$ cat src/rtl/rr_arbiter_16_pkg.sv
// Shared types and constants for the 16-way round-robin arbiter.
// Imported by the arbiter top and its testbench.
package rr_arbiter_16_pkg;

  localparam int N_REQ = 16;
  localparam int IDX_W = 4;

  typedef enum logic {
    ST_IDLE  = 1'b0,
    ST_GRANT = 1'b1
  } state_e;

endpackage

$ cat src/rtl/decoder_4to16.sv
// Binary to one-hot decoder with enable.
// Output is all zero when disabled.
module decoder_4to16 (
  input  logic        i_enable,
  input  logic [3:0]  i_binary_in,
  output logic [15:0] o_onehot
);

  always_comb begin
    o_onehot = '0;
    if (i_enable) begin
      o_onehot[i_binary_in] = 1'b1;
    end
  end

endmodule

$ cat src/rtl/rr_arbiter_16.sv
// Round-robin arbiter for 16 requesters with a hold limit.
// Grant is registered; one-hot output is decoded from the index.
module rr_arbiter_16
  import rr_arbiter_16_pkg::*;
#(
  parameter int MAX_HOLD = 8,
  parameter int CNT_W    = 8
) (
  input  logic             clk,
  input  logic             rst_n,
  input  logic             enable,
  input  logic [N_REQ-1:0] req,
  output logic [N_REQ-1:0] gnt,
  output logic [IDX_W-1:0] gnt_idx,
  output logic             gnt_valid,
  output logic             hold_expired
);

  state_e             r_state;
  state_e             w_state_nxt;
  logic [IDX_W-1:0]   r_gnt_idx;
  logic [IDX_W-1:0]   w_gnt_idx_nxt;
  logic               r_gnt_valid;
  logic               w_gnt_valid_nxt;
  logic               r_hold_exp;
  logic               w_hold_exp_nxt;
  logic [IDX_W-1:0]   r_ptr;
  logic [IDX_W-1:0]   w_ptr_nxt;
  logic [CNT_W-1:0]   r_hold_cnt;
  logic [CNT_W-1:0]   w_hold_cnt_nxt;
  logic [IDX_W-1:0]   w_winner;
  logic               w_rel_req;
  logic               w_rel_en;
  logic               w_rel_max;

  // Rotate so ptr lands at bit 0, pick lowest set bit, rotate back.
  function automatic logic [IDX_W-1:0] rr_pick(
    input logic [N_REQ-1:0] f_req,
    input logic [IDX_W-1:0] f_ptr
  );
    logic [2*N_REQ-1:0] f_dbl;
    logic [N_REQ-1:0]   f_rot;
    logic [IDX_W-1:0]   f_off;
    f_dbl = {f_req, f_req} >> f_ptr;
    f_rot = f_dbl[N_REQ-1:0];
    f_off = '0;
    for (int i = N_REQ - 1; i >= 0; i--) begin
      if (f_rot[i]) begin
        f_off = IDX_W'(i);
      end
    end
    return f_ptr + f_off;
  endfunction

  assign w_winner  = rr_pick(req, r_ptr);
  assign w_rel_req = ~req[r_gnt_idx];
  assign w_rel_en  = ~enable;
  assign w_rel_max = (r_hold_cnt == CNT_W'(MAX_HOLD));

  always_comb begin
    w_state_nxt     = r_state;
    w_gnt_idx_nxt   = r_gnt_idx;
    w_gnt_valid_nxt = r_gnt_valid;
    w_hold_exp_nxt  = 1'b0;
    w_ptr_nxt       = r_ptr;
    w_hold_cnt_nxt  = r_hold_cnt;
    unique case (r_state)
      ST_IDLE: begin
        if (enable && (req != '0)) begin
          w_state_nxt     = ST_GRANT;
          w_gnt_idx_nxt   = w_winner;
          w_gnt_valid_nxt = 1'b1;
          w_hold_cnt_nxt  = CNT_W'(1);
        end
      end
      ST_GRANT: begin
        if (w_rel_req || w_rel_en || w_rel_max) begin
          w_state_nxt     = ST_IDLE;
          w_gnt_valid_nxt = 1'b0;
          w_ptr_nxt       = r_gnt_idx + IDX_W'(1);
          // Pulse only when the limit alone revoked the grant.
          w_hold_exp_nxt  = w_rel_max & ~w_rel_req & ~w_rel_en;
        end else begin
          w_hold_cnt_nxt  = r_hold_cnt + CNT_W'(1);
        end
      end
      default: begin
        w_state_nxt     = ST_IDLE;
        w_gnt_valid_nxt = 1'b0;
      end
    endcase
  end

  always_ff @(posedge clk or negedge rst_n) begin
    if (!rst_n) begin
      r_state     <= ST_IDLE;
      r_gnt_idx   <= '0;
      r_gnt_valid <= 1'b0;
      r_hold_exp  <= 1'b0;
      r_ptr       <= '0;
      r_hold_cnt  <= '0;
    end else begin
      r_state     <= w_state_nxt;
      r_gnt_idx   <= w_gnt_idx_nxt;
      r_gnt_valid <= w_gnt_valid_nxt;
      r_hold_exp  <= w_hold_exp_nxt;
      r_ptr       <= w_ptr_nxt;
      r_hold_cnt  <= w_hold_cnt_nxt;
    end
  end

  decoder_4to16 u_dec (
    .i_enable    (r_gnt_valid),
    .i_binary_in (r_gnt_idx),
    .o_onehot    (gnt)
  );

  assign gnt_idx      = r_gnt_idx;
  assign gnt_valid    = r_gnt_valid;
  assign hold_expired = r_hold_exp;

endmodule

$ cat config.mk
export PLATFORM = sky130hd
export DESIGN_NAME = rr_arbiter_16
export DESIGN_NICKNAME = d
export VERILOG_FILES = /design/src/rtl/rr_arbiter_16_pkg.sv /design/src/rtl/decoder_4to16.sv /design/src/rtl/rr_arbiter_16.sv
export SDC_FILE = /design/constraint.sdc
export NUM_CORES = 1
export LEC_CHECK = 0
export ABC_AREA = 0
export BUFFER_PORTS_ARGS = -buffer_cell sky130_fd_sc_hd__buf_2
export CORE_ASPECT_RATIO = 0.9
export CORE_MARGIN = 4
export CORE_UTILIZATION = 45
export DETAILED_ROUTE_END_ITERATION = 10
export PLACE_DENSITY = 0.72
export SLEW_MARGIN = 15
export SYNTH_ARGS = -nofsm -noshare
export SYNTH_HDL_FRONTEND = slang
export SYNTH_SLANG_ARGS = --single-unit
$ cat constraint.sdc
create_clock -name clk -period 3.26 [get_ports clk]
set_input_delay 0.489 -clock clk [delete_from_list [all_inputs] [get_ports clk]]
set_output_delay 0.489 -clock clk [all_outputs]
set_load 0.03 [all_outputs]
==> summary.md <==
| Metric | Value |
|---|---|
| Outcome | complete, but fails checks |
| Failing checks | negative setup slack |
| Initial antenna violation count | 0 |
| Startpoint types | flop |
| DP Area | 0.00329 mm^2 |
| Die area | 0.00698 mm^2 |
| Crit. Startpoint | r_ptr[1]$_DFFE_PN0P_ |
| Worst rel slew slack | 0.671 |
| Gr usage total | 0.224 |
| Compound-Gate Fraction of Synth Area | 0.159 |
| Cell depth of the worst flop-to-flop path | 16 |
| Core box area | 0.00538 mm^2 |
| Post-Layout Inst Area | 0.00355 mm^2 |
| Remaining Overflow, GRT | 0 |
| Crit Reg-Reg Startpoint | r_ptr[1]$_DFFE_PN0P_ |
| Worst-skew pair later-pin latency | 0.25 ns |
| Cells after Synth | 279 |
| Yosys warns | 0 |
| Setup ws final | -0.267 ns |
| DRC violation count after routing | 0 |
| Sequential fraction of the synthesis area | 0.185 |
| Worst-path clk slew | 0.07 ns |
| Main synth FF type | dfrtp_1 |
| Synth Area in XOR/XNOR | 0.0205 |
| EDFF count, synth | 0 |
| Fmax | 284 MHz |
| CP Cell Sequence | buf_12, mux4_2, mux2_4, mux2i_4, nand2_2, a21oi_2, nand2_1, o2111a_1, ha_1, a21o_1, a21oi_2, xnor2_2, and2_4, nor2b_4, a221oi_2, nand2_1 |
| Final ANT Viol Nets | 0 |
| Kind of critical path | reg2reg |
| Area share of the largest cell type after synthesis | 0.185 |
| Final HPWL DP | 5790 um |
| Post-DR wirelength/cell | 16.8 um |
| Final WL | 7560 um |
| Post-route insts no fill | 451 |
| Tot Pwr | 0.00393 W |
| Largest net degree at the start of global routing | 22 |
| Final number of setup-violating endpoints | 2 |
| Final-report hold violation count | 0 |
| Initial DRC count | 164 |
| Yosys top cell by area | dfrtp_1 |
| Placed Cells | 438 |
| Htree depth | 1 |
| Final Hold Slack | 0.166 ns |
| Fin crit period | 3.53 ns |
| Critical Path Slowest Stage Cell | mux4_2 |
| Ports | 41 |
| Die Y | 79.7 um |
| Cell variety after synth | 63 |
| Slowest Stage Delay on Critical Path | 0.54 ns |
| Vias per inst | 5.96 |
| Fin. max-slew vios | 0 |
| Most frequent cell after synthesis | nand2_1 |
| Initial core utilization | 0.477 |
| PD cells | 1110 mW/mm^2 |
| Root buffer cell | clkbuf_8 |
| First-pass GRT wire length | 12700 um |
| Synth-to-Final Area Change | 38.3% |
| Dominant cells by area after synthesis | dfrtp_1 19%, mux4_2 15%, mux2_2 8.3% |
| Post-synthesis async set-or-reset flop share | 1.00 |
| Vias | 2689 |
| Pre-Repair DR Iteration Count | 4 |
| Post-synth top cells | 27 x nand2_1, 19 x dfrtp_1, 19 x mux2_2, 18 x a21oi_1, 18 x nor2_1 |
| Crit-path max FO | 7 |
| Vias in the first global route | 2718 |
| Die Width | 87.6 um |
| Reg2reg end | gnt_idx[3]$_DFFE_PN0P_ |
| Yosys reg bits | 19 |
| Post-Syn Area | 0.00257 mm^2 |
| Tightest Pin Transition | 0.487 ns |
| # nets final | 414 |
| Port bufs | 40 |
| Data required, critical path | 3.40 ns |
| Worst VDD drop | 531 uV |
| CP endpoint kind | flop |
| Final clock skew | 0.00169 ns |
| Ant diodes | 0 |
| Mux contribution to synthesized area | 0.310 |
| CTS sink count | 19 |
| Largest family of logic cells by synthesized area | multiplexers |
| Layout cells sized above 1 | 0.495 |
| RSZ-0062 raised after global routing | yes |
| Synth Net Count | 308 |
| Clock buffer depth | 2 |
| CTS buffer count | 3 |
| Leakage | 1.62 nW |
| Max cap viols | 0 |
| Mean post-synth cell area | 9.21 um^2 |
| Setup slack, reg-to-reg | -0.27 ns |
| GPL Wtd Cong | 0.918 |
| Post-synthesis simple-gate area fraction | 0.223 |
| Worst EP arrival | 3.67 ns |
| CTS Hold Bufs | 0 |
| Synth Area in Adders | 0.0516 |
| Core Rows | 25 |
| Worst hold path class | in2async |
| Final Cycle Share | 1.08 |
| Worst slack at placement | -0.322 ns |
| CTS tree | done |
| Filler cells | 428 |
==> state kept, by name, indices dropped and copies added (netlist names) <==
signal,cells
r_hold_cnt,8
gnt_idx,4
r_ptr,4
gnt_valid,1
hold_expired,1
r_state,1
==> worst max-delay path, delay by kind of cell, from the launching register on <==
family / cells / cell delay, ns
AO/OA/AOI/OAI: 5 / 0.88
XOR/XNOR: 1 / 0.08
adder cells (fa/ha/maj): 1 / 0.29
buffers and inverters: 1 / 0.15
flip-flops: 1 / 0.45
multiplexers: 3 / 1.02
AND/OR/NAND/NOR: 5 / 0.53
==> where the power goes <==
part	switching (W)	leakage, nW	internal [W]	total [W]
Combinational	0.00160	1.36	0.00171	0.00331
Clock	0.0000725	0.0228	0.0000867	0.000159
Sequential	0.000153	0.236	0.000312	0.000465
==> cells in the final DEF (no fill, tap or decap), types with 4 or more instances in the layout <==
cell / count
a21oi_2: 5
nor2_1: 17
mux2i_4: 4
and2_1: 16
a21oi_1: 13
xor2_1: 4
buf_4: 72
mux2i_1: 8
o211ai_1: 6
ha_1: 8
mux4_2: 18
mux2_2: 16
nand3_1: 8
nand2_1: 26
inv_1: 7
buf_2: 40
o21ai_0: 9
nor4_1: 4
nor3_1: 6
dfrtp_1: 17
mux2_4: 5
==> cell families (layout without fill, tap and decap cells) <==
group,count (synthesis),after routing
simple gates,105,105
compound gates,62,62
mux,52,52
buf+inv,25,130
flops,19,19
fa+ha+maj,10,10
xor+xnor,6,6
==> worst max-delay path by stage <==
stage / endpoint / slack, ns / depth (start not counted)
after detailed placement: gnt_idx[3]$_DFFE_PN0P_ / -0.32 / 16
after CTS: gnt_idx[3]$_DFFE_PN0P_ / -0.26 / 16
after global placement: gnt_idx[3]$_DFFE_PN0P_ / -0.24 / 15
final: gnt_idx[3]$_DFFE_PN0P_ / -0.27 / 16
after global routing: gnt_idx[3]$_DFFE_PN0P_ / -0.43 / 16
after floorplan: gnt_idx[3]$_DFFE_PN0P_ / -0.22 / 17
==> routing by layer <==
metal  global-route usage  part of all wire  routed length (um)  up-vias
li1                     -                 -                   -     1275
met1                0.314              0.45                3410     1305
met2                0.367              0.48                3600       99
met3               0.0299             0.059                 449       10
met4               0.0491             0.013                 101        0
met5                    0                 0                   0        -
==> cell type report <==
cell class | instances | area, um^2 | share of cell area
well taps | 67 | 83.8 | 0.0236
inverters | 10 | 38.8 | 0.0109
flip-flops and latches | 19 | 478 | 0.135
clock buffers | 4 | 45.0 | 0.0127
multi-input cells | 235 | 2090 | 0.588
repair buffers | 116 | 820 | 0.231
==> metrics by stage <==
stage / util / TNS (ns)
2_1_floorplan: - / -0.217
3_3_place_gp: 0.612 / -0.343
3_5_place_dp: 0.612 / -0.461
4_1_cts: 0.646 / -0.285
5_1_grt: 0.660 / -0.792
6_report: 0.660 / -0.269
==> what timing repair did <==
item	in CTS	in global routing
pin swaps	6	10
gates cloned	1	0
gates resized for setup	17	16
endpoints found under the setup margin	3	3
setup buffers	9	0
(Power assumes the default switching activity.)
